[src/rtl/pet_pkg.sv]
// Shared definitions for the pet core: stat channel indices, default sizing
// and a small popcount helper used for the critical-condition threshold.
package pet_pkg;

    localparam int STAT_HUNGER    = 0;
    localparam int STAT_HAPPINESS = 1;
    localparam int STAT_HEALTH    = 2;
    localparam int STAT_HYGIENE   = 3;
    localparam int STAT_ENERGY    = 4;
    localparam int STAT_SOCIAL    = 5;

    localparam int PET_STAT_W    = 4;
    localparam int PET_NUM_STATS = 6;

    // Up to 16 stat channels are supported, so a 16-bit operand covers all.
    function automatic int popcount(input logic [15:0] v);
        int n;
        n = 0;
        for (int i = 0; i < 16; i++) n += int'(v[i]);
        return n;
    endfunction

endpackage

[src/rtl/pet_stats_engine_if.sv]
// Care-request handshake between the action decoder (master) and the
// stats engine (slave).
//   care_valid : request present
//   care_id    : target stat index
//   care_ready : engine can accept a request this cycle
interface pet_stats_engine_if
    import pet_pkg::*;
#(
    parameter int NUM_STATS = PET_NUM_STATS
) ();
    localparam int ID_W = $clog2(NUM_STATS);

    logic            care_valid;
    logic [ID_W-1:0] care_id;
    logic            care_ready;

    modport master (output care_valid, care_id, input care_ready);
    modport slave  (input care_valid, care_id, output care_ready);
endinterface

[src/rtl/pet_stat_cell.sv]
// One saturating need counter. inc_en adds DECAY_STEP, dec_en subtracts
// CARE_STEP; both may be active in the same cycle and are combined before
// clamping to [0, 2^STAT_W-1].
//   clk, reset : clock, async active-high reset (stat -> RESET_LEVEL)
//   inc_en     : decay tick selected this stat
//   dec_en     : accepted care targets this stat
//   stat       : registered stat value
module pet_stat_cell
    import pet_pkg::*;
#(
    parameter int STAT_W      = PET_STAT_W,
    parameter int DECAY_STEP  = 1,
    parameter int CARE_STEP   = 4,
    parameter int RESET_LEVEL = 0
) (
    input  logic              clk,
    input  logic              reset,
    input  logic              inc_en,
    input  logic              dec_en,
    output logic [STAT_W-1:0] stat
);
    localparam int MAXV = 2**STAT_W - 1;
    localparam int W    = STAT_W + 2;
    // Steps beyond full scale saturate the same way as full scale, so
    // trimming them keeps the sum inside W signed bits.
    localparam int INC  = (DECAY_STEP > MAXV) ? MAXV : DECAY_STEP;
    localparam int DEC  = (CARE_STEP  > MAXV) ? MAXV : CARE_STEP;

    logic [W-1:0]      sum;
    logic [STAT_W-1:0] stat_d;

    always_comb begin
        sum = {2'b00, stat};
        if (inc_en) sum = sum + W'(INC);
        if (dec_en) sum = sum - W'(DEC);
        // sum lies in [-MAXV, 2*MAXV]: top bit flags underflow, next bit overflow.
        if (sum[W-1])           stat_d = '0;
        else if (sum[STAT_W])   stat_d = '1;
        else                    stat_d = sum[STAT_W-1:0];
    end

    always_ff @(posedge clk or posedge reset) begin
        if (reset) stat <= STAT_W'(RESET_LEVEL);
        else       stat <= stat_d;
    end
endmodule

[src/rtl/pet_stats_engine.sv]
// Pet statistics engine: NUM_STATS saturating need counters that grow on a
// periodic decay tick (random channel) and shrink on accepted care requests.
//   clk, reset : clock, async active-high reset
//   random     : LFSR byte; random % NUM_STATS picks the decay target
//   pause      : freezes the tick timer (care still accepted)
//   care       : care_valid / care_id / care_ready handshake (slave)
//   stats      : packed stats, stat i at [i*STAT_W +: STAT_W]
//   alert      : bit i high while stat i is saturated
//   tick       : one-cycle decay pulse
//   critical   : sticky, set once enough stats saturate together
module pet_stats_engine
    import pet_pkg::*;
#(
    parameter int NUM_STATS   = PET_NUM_STATS,
    parameter int STAT_W      = PET_STAT_W,
    parameter int TICK_PERIOD = 1000,
    parameter int DECAY_STEP  = 1,
    parameter int CARE_STEP   = 4,
    parameter int COOLDOWN    = 8,
    parameter int CRIT_COUNT  = 3,
    parameter int RESET_LEVEL = 0
) (
    input  logic                        clk,
    input  logic                        reset,
    input  logic [7:0]                  random,
    input  logic                        pause,
    pet_stats_engine_if.slave           care,
    output logic [NUM_STATS*STAT_W-1:0] stats,
    output logic [NUM_STATS-1:0]        alert,
    output logic                        tick,
    output logic                        critical
);
    localparam int ID_W  = $clog2(NUM_STATS);
    localparam int CNT_W = $clog2(TICK_PERIOD);
    localparam int CD_W  = (COOLDOWN > 0) ? $clog2(COOLDOWN + 1) : 1;

    logic [CNT_W-1:0]                  tick_cnt;
    logic [CD_W-1:0]                   cd_cnt;
    logic [7:0]                        sel;
    logic                              care_acc;
    logic [NUM_STATS-1:0]              inc_en, dec_en;
    logic [NUM_STATS-1:0][STAT_W-1:0]  stat_q;

    assign tick            = !pause && (tick_cnt == CNT_W'(TICK_PERIOD - 1));
    assign sel             = random % 8'(NUM_STATS);
    assign care.care_ready = (cd_cnt == '0);
    assign care_acc        = care.care_valid && care.care_ready;
    assign stats           = stat_q;

    always_ff @(posedge clk or posedge reset) begin
        if (reset)      tick_cnt <= '0;
        else if (tick)  tick_cnt <= '0;
        else if (!pause) tick_cnt <= tick_cnt + 1'b1;
    end

    // Out-of-range care_id matches no cell but still starts the cooldown.
    always_ff @(posedge clk or posedge reset) begin
        if (reset)              cd_cnt <= '0;
        else if (care_acc)      cd_cnt <= CD_W'(COOLDOWN);
        else if (cd_cnt != '0)  cd_cnt <= cd_cnt - 1'b1;
    end

    genvar i;
    generate
        for (i = 0; i < NUM_STATS; i++) begin : g_cell
            assign inc_en[i] = tick && (sel == 8'(i));
            assign dec_en[i] = care_acc && (care.care_id == ID_W'(i));
            assign alert[i]  = &stat_q[i];

            pet_stat_cell #(
                .STAT_W      (STAT_W),
                .DECAY_STEP  (DECAY_STEP),
                .CARE_STEP   (CARE_STEP),
                .RESET_LEVEL (RESET_LEVEL)
            ) u_cell (
                .clk    (clk),
                .reset  (reset),
                .inc_en (inc_en[i]),
                .dec_en (dec_en[i]),
                .stat   (stat_q[i])
            );
        end
    endgenerate

    always_ff @(posedge clk or posedge reset) begin
        if (reset)
            critical <= 1'b0;
        else if (popcount(16'(alert)) >= CRIT_COUNT)
            critical <= 1'b1;
    end
endmodule

[src/flat_wrapper.sv]
// flat-port wrapper written by rule: the top's interface ports become plain ports
module pet_stats_engine_flat import pet_pkg::*;
#(
    parameter int NUM_STATS   = PET_NUM_STATS,
    parameter int STAT_W      = PET_STAT_W,
    parameter int TICK_PERIOD = 1000,
    parameter int DECAY_STEP  = 1,
    parameter int CARE_STEP   = 4,
    parameter int COOLDOWN    = 8,
    parameter int CRIT_COUNT  = 3,
    parameter int RESET_LEVEL = 0
)
  (clk, reset, random, pause, stats, alert, tick, critical, care_care_valid, care_care_id, care_care_ready);
  pet_stats_engine_if #(.NUM_STATS(NUM_STATS)) care_i ();
  input  logic clk;
  input  logic reset;
  input  logic [7:0] random;
  input  logic pause;
  output logic [NUM_STATS*STAT_W-1:0] stats;
  output logic [NUM_STATS-1:0] alert;
  output logic tick;
  output logic critical;
  input wire logic [$bits(care_i.care_valid)-1:0] care_care_valid;
  input wire logic [$bits(care_i.care_id)-1:0] care_care_id;
  output wire logic [$bits(care_i.care_ready)-1:0] care_care_ready;
  assign care_i.care_valid = care_care_valid;
  assign care_i.care_id = care_care_id;
  assign care_care_ready = care_i.care_ready;
  pet_stats_engine #(.NUM_STATS(NUM_STATS), .STAT_W(STAT_W), .TICK_PERIOD(TICK_PERIOD), .DECAY_STEP(DECAY_STEP), .CARE_STEP(CARE_STEP), .COOLDOWN(COOLDOWN), .CRIT_COUNT(CRIT_COUNT), .RESET_LEVEL(RESET_LEVEL)) u_core (.clk(clk), .reset(reset), .random(random), .pause(pause), .care(care_i), .stats(stats), .alert(alert), .tick(tick), .critical(critical));
endmodule
[config.mk]
export PLATFORM = sky130hd
export DESIGN_NAME = pet_stats_engine_flat
export DESIGN_NICKNAME = d
export VERILOG_FILES = /design/src/rtl/pet_pkg.sv /design/src/rtl/pet_stats_engine_if.sv /design/src/rtl/pet_stat_cell.sv /design/src/rtl/pet_stats_engine.sv /design/src/flat_wrapper.sv
export SDC_FILE = /design/constraint.sdc
export NUM_CORES = 1
export LEC_CHECK = 0
export BUFFER_PORTS_ARGS = -buffer_cell sky130_fd_sc_hd__buf_2
export CORE_MARGIN = 2
export CORE_UTILIZATION = 40
export CTS_CLUSTER_SIZE = 14
export DETAILED_ROUTE_END_ITERATION = 6
export GPL_TIMING_DRIVEN = 0
export PLACE_DENSITY_LB_ADDON = 0.2
export SYNTH_ARGS = -nofsm -noshare
export SYNTH_HDL_FRONTEND = slang
export SYNTH_SLANG_ARGS = --single-unit
[constraint.sdc]
create_clock -name clk -period 3.1 [get_ports clk]
set_input_delay 0.465 -clock clk [delete_from_list [all_inputs] [get_ports clk]]
set_output_delay 0.465 -clock clk [all_outputs]
set_load 0.02 [all_outputs]
# Word-level counts from Yosys, hierarchy flattened

Index checks and enable logic that the tools add are counted.

Register bits after elaboration: 39
Logic and storage cells: 96
Input port bits: 15
Output and inout port bits: 33

Equality and inequality tests: 12
Magnitude comparators: 1
Multiplexer cells: 28
Div/mod/pow operators: 1
Add/sub/neg operators: 19
Reductions and logical operators: 26

Operators by type and width:

| kind                    | number |
|---|---|
| $add A32 B2 Y32         | 4 |
| $mux W6                 | 12 |
| $mux W4                 | 14 |
| $sub A6 B3 Y6 const B   | 6 |
| $ge A32 B3 Y1 const B   | 1 |
| $add A4 B1 Y5 const B   | 6 |
| $reduce_and A4 Y1       | 6 |
| $mux W10                | 2 |
| $eq A8 B2 Y1 const B    | 2 |
| $eq A8 B3 Y1 const B    | 2 |
| $logic_and A1 B1 Y1     | 14 |
| $add A10 B1 Y10 const B | 1 |
| $eq A10 B10 Y1 const B  | 1 |
| $eq A8 B1 Y1 const B    | 1 |
| $logic_not A8 Y1        | 1 |
| $mod A8 B3 Y8 const B   | 1 |
| $eq A3 B2 Y1 const B    | 2 |
| $eq A3 B3 Y1 const B    | 2 |
| $logic_not A4 Y1        | 1 |
| $reduce_bool A4 Y1      | 1 |
| $sub A4 B1 Y4 const B   | 1 |
| $eq A3 B1 Y1 const B    | 1 |
| $logic_not A3 Y1        | 1 |
| $add A1 B1 Y2           | 1 |
| other kinds (3)         | 3 |

# Logic depth before layout (Yosys ltp)

Depth after elaboration: 8
Depth in mapped cells: 19
Mapped depth without buffers: 18

# Modules after synthesis

From an unflattened synthesis, not the netlist that was laid out.

Cell total of the unflattened synthesis: 430
Area total of the unflattened synthesis: 3672.3 µm²

Modules (own cells, without submodules):

| module           | area an instance (µm²) | times used | seq. area each (µm²) | cells an instance |
|---|---|---|---|---|
| pet_stat_cell    | 317.8                  | 6          | 100.1                | 35 |
| pet_stats_engine | 1765.4                 | 1          | 375.4                | 220 |

# Worst setup path before layout

No wires, ideal clock.

Path type: in2reg
Start: input random[5]
End: register u_core.g_cell[4].u_cell.stat[1]
Buffers on the path: 1
Arrival: 3.706 ns
Setup time: 0.129 ns
Data required time: 2.971 ns
Cell stages on the path: 18
Path slack: -0.735 ns
Cell sequence: buf_6 or4b_4 a21oi_2 o22ai_1 and2_4 inv_1 ha_1 nand2_1 a211oi_1 o21ai_2 or3_1 xor2_1 ha_1 nand2_1 xnor2_1 or3_1 o21ai_0 a21oi_1

Word-level cells in the longest chain between the ends: 8

Ends and longest elaborated chain:

| what                    | line                   | source |
|---|---|---|
| start: declaration      | flat_wrapper.sv:17     | `input logic [7:0] random;` |
| $mod A8 B3 Y8 (*)       | pet_stats_engine.sv:45 | `assign sel = random % 8'(NUM_STATS);` |
| $eq A8 B3 Y1 (*)        | pet_stats_engine.sv:66 | `assign inc_en[i] = tick && (sel == 8'(i));` |
| $logic_and A1 B1 Y1 (*) | pet_stats_engine.sv:66 |  |
| $mux W6 (*)             | pet_stat_cell.sv:34    | `if (inc_en) sum = sum + W'(INC);` |
| $sub A6 B3 Y6           | pet_stat_cell.sv:35    | `if (dec_en) sum = sum - W'(DEC);` |
| $mux W6 (*)             | pet_stat_cell.sv:35    |  |
| $mux W4                 | pet_stat_cell.sv:38    | `else if (sum[STAT_W]) stat_d = '1;` |
| $mux W4 (*)             | pet_stat_cell.sv:37    | `if (sum[W-1]) stat_d = '0;` |
| end signal: assignment  | pet_stat_cell.sv:43    | `if (reset) stat <= STAT_W'(RESET_LEVEL);` |
| end signal: assignment  | pet_stat_cell.sv:44    | `else stat <= stat_d;` |
| end: declaration        | pet_stat_cell.sv:20    | `output logic [STAT_W-1:0] stat` |

Mark *: on every way between the ends. The rest lies on a longest branch, timed or not.
A chain may end at the register's enable or synchronous reset.

# Worst setup path in the final report

Start: input random[5]
End: register u_core.g_cell[2].u_cell.stat[1]

Word-level cells in the longest chain between the ends: 8

Ends and longest elaborated chain:

| what                    | line |
|---|---|
| $mod A8 B3 Y8 (*)       | pet_stats_engine.sv:45 |
| $eq A8 B2 Y1 (*)        | pet_stats_engine.sv:66 |
| $logic_and A1 B1 Y1 (*) | pet_stats_engine.sv:66 |
| $mux W6 (*)             | pet_stat_cell.sv:34 |
| $sub A6 B3 Y6           | pet_stat_cell.sv:35 |
| $mux W6 (*)             | pet_stat_cell.sv:35 |
| $mux W4                 | pet_stat_cell.sv:38 |
| $mux W4 (*)             | pet_stat_cell.sv:37 |
| end signal: assignment  | pet_stat_cell.sv:43 |
| end signal: assignment  | pet_stat_cell.sv:44 |
| end: declaration        | pet_stat_cell.sv:20 |

Marked as above.

==> metrics.md <==
| Metric | Value |
|---|---|
| Status | finished with violations |
| Failing checks | setup timing |
| CTS max path bufs | 2 |
| Port buffer count | 47 |
| Clk_lat worst skew | 0.30 ns |
| Initial core utilization | 41.7% |
| Pre-Repair DR Iteration Count | 4 |
| GPL Wtd Cong | 0.830 |
| Tot GR Track Use | 21.3% |
| WP data arrival | 3.67 ns |
| Wirelength per Cell | 15.5 microns |
| Peak VDD IR | 327 uV |
| Die area | 8930 sq um |
| Mean Syn Cell Area | 8.40 sq um |
| Synth area leaders | dfrtp_1, ha_1, xnor2_1 |
| Routed Antenna Nets | 0 |
| DR vias | 3287 |
| Growth of design area from synthesis to finish | 42.9% |
| Iter 0 DRT Violations | 118 |
| WP data required | 3.26 ns |
| Seq cells post-synth | 39 |
| Ys flop type | dfrtp_1 |
| Slew Viols, Final | 0 |
| # clock sinks | 39 |
| Endpoints failing setup | 24 |
| FFs w/ async S/R, synth | 100% |
| # diodes | 0 |
| Synth top cells by count | nand2_1, dfrtp_1, nor2_1 |
| Register Area | 976 sq um |
| H-tree depth | 2 |
| Total power | 2.28 mW |
| Yosys top cell area share | 29.8% |
| CTS buffer count | 5 |
| Layout fillers | 704 |
| Worst-path clk slew | 0.09 ns |
| Worst slew margin | 42.9% |
| Post-route DRC | 0 |
| Final Hold Viols | 0 |
| Multi-input combinational cell area | 2680 sq um |
| Width of the die | 94.5 microns |
| Min Tclk post-route | 3.51 ns |
| Most instantiated library cell after synthesis | nand2_1 |
| Crit Path Class | in -> reg |
| Via-to-Cell Ratio | 5.52 |
| Setup crit start kind | primary input |
| CTS tree | built |
| RSZ-0062 raised after global routing | true |
| Chip Height | 94.5 microns |
| Pwr dens | 486 nW/um^2 |
| Antenna violations before repair | 0 |
| Post-Route WL | 9250 microns |
| Hold/Removal Path Class | in -> async |
| Post-Syn Area | 3270 sq um |
| Cts-stage hold buffer count | 0 |
| # IOs | 48 |
| Max Cap Viol | 0 |
| Fraction of layout cells with a size suffix above 1 | 41.1% |
| Fmax | 285 MHz |
| Nets | 527 |
| Cell taking the most area after synthesis | dfrtp_1 |
| YS warnings | 0 |
| First-pass GRT wire length | 15100 microns |
| Fin crit share | 113% |
| Synth unique cells | 64 |
| Vias in the first global route | 3285 |
| Critical Path Fanout Max | 8 |
| Cells after synthesis | 390 |
| Post-synthesis sequential area ratio | 29.8% |
| Slack of the critical path | -0.409 ns |
| Pleak | 2.09 nW |
| Post-route core utilization | 59.6% |
| Count of flip-flops with a built-in enable after synthesis | 0 |
| Largest net degree at the start of global routing | 40 |
| Mapped Nets | 424 |
| Row cnt | 32 |
| Root buffer cell | clkbuf_8 |
| GR Overflow Total | 0 |
| DPL Wire Length | 5830 microns |
| Slew @ Worst Pin | 0.856 ns |
| Core area | 7850 sq um |
| Max Clock Skew | 0.00391 ns |
| Critical Path End Type | flop |
[state kept, by name, indices dropped and copies added (netlist names)]
register	cells
u_core.cd_cnt	4
u_core.g_cell.u_cell.stat	24
u_core.tick_cnt	10
u_core.critical	1
[metrics by stage]
stage	area [sq um]	hold slack [ns]	setup TNS [ns]	setup slack (ns)	std cells
floorplan	3390	0.441	-3.72	-0.413	390
global placement	3750	0.472	-12.82	-0.803	539
detailed placement	3750	0.473	-13.99	-0.824	539
CTS	4440	0.366	-3.65	-0.316	586
global route	4680	0.422	-8.87	-0.515	596
finish	4680	0.335	-5.93	-0.409	596
[cell families after synthesis]
family                     share of synthesized area, %
xor gates and xnor gates                           9.06
adders and majority gates                          7.95
DFF                                                29.8
and+or+nand+nor                                    28.4
muxes                                              2.83
buffers and inverters                              4.17
AOI/OAI and AO/OA                                  17.8
[what timing repair did]
| action | in CTS | in global routing |
|---|---|---|
| setup buffers | 40 | 10 |
| gates cloned | 0 | 0 |
| endpoints found under the setup margin | 24 | 25 |
| pin swaps | 42 | 25 |
| gates resized for setup | 56 | 27 |
[critical path, stage by stage]
cell and delay, ns:
buf_6 0.09, buf_6 0.12, or4b_4 0.51, a21oi_4 0.16, o22ai_2 0.09, and2_4 0.18, inv_4 0.06, ha_4 0.21
buf_4 0.14, nor2_4 0.12, a32oi_4 0.09, nor2_2 0.18, nand4_1 0.17, xnor2_1 0.26, inv_1 0.07, ha_2 0.20
nand2_2 0.08, xnor2_2 0.12, nand2_1 0.07, o22ai_1 0.17, a31oi_1 0.06
[cells in the final DEF (no fill, tap or decap), drive strengths merged, types with 4 or more instances in the layout]
cell type / Yosys / routed
buf: 3 / 99
nor2: 31 / 31
a211oi: 4 / 4
nand2: 44 / 44
nor3: 13 / 13
a31oi: 8 / 8
a21oi: 16 / 16
nand3b: 8 / 8
or3b: 5 / 5
nand3: 17 / 17
ha: 16 / 16
xor2: 10 / 10
nor3b: 4 / 4
nand4: 4 / 4
nor2b: 6 / 6
o21ai: 23 / 23
and2: 5 / 5
xnor2: 23 / 23
clkbuf: 5 / 10
mux2i: 7 / 7
and3: 9 / 9
dfrtp: 39 / 39
inv: 25 / 26
nand2b: 11 / 11
o211ai: 5 / 5
o22ai: 5 / 5
[routing by layer]
metal	share of wire (%)	routed length, microns	GRT usage, %	up-vias
met5	0	0	0	-
met4	1.9	172	6.52	0
met3	3.5	327	3.51	15
met2	50	4650	38.0	66
met1	44	4100	26.4	1595
li1	-	-	-	1611
[report_power, final]
part	switching (mW)	leakage (nW)	internal [mW]
Combinational	0.527	1.54	0.481
Sequential	0.169	0.500	0.644
Clock	0.213	0.0548	0.243
Total	0.909	2.09	1.37
[area by class of cell]
| class | count | area share, % |
|---|---|---|
| clock buffer | 5 | 1.47 |
| sequential | 39 | 20.9 |
| multi-input combinational | 318 | 57.4 |
| clock inverter | 3 | 0.989 |
| inverter | 25 | 2.11 |
| buffer | 8 | 0.909 |
| tap | 102 | 2.73 |
| timing repair buffer | 96 | 13.6 |
[final timing paths]
kind	from	end	slack, ns	depth (start not counted)
max reg2reg	u_core.tick_cnt[3]	u_core.g_cell[0].u_cell.stat[0]	-0.09	11
min	reset	u_core.tick_cnt[2]	0.33	2
min reg2reg	u_core.tick_cnt[8]	u_core.tick_cnt[8]	0.49	1
max in group asynchronous	reset	u_core.g_cell[0].u_cell.stat[3]	2.23	2
max	random[5]	u_core.g_cell[2].u_cell.stat[1]	-0.41	21
min in group clk	pause	u_core.tick_cnt[0]	0.44	2
Note: power is estimated with default switching activity, not from simulation.
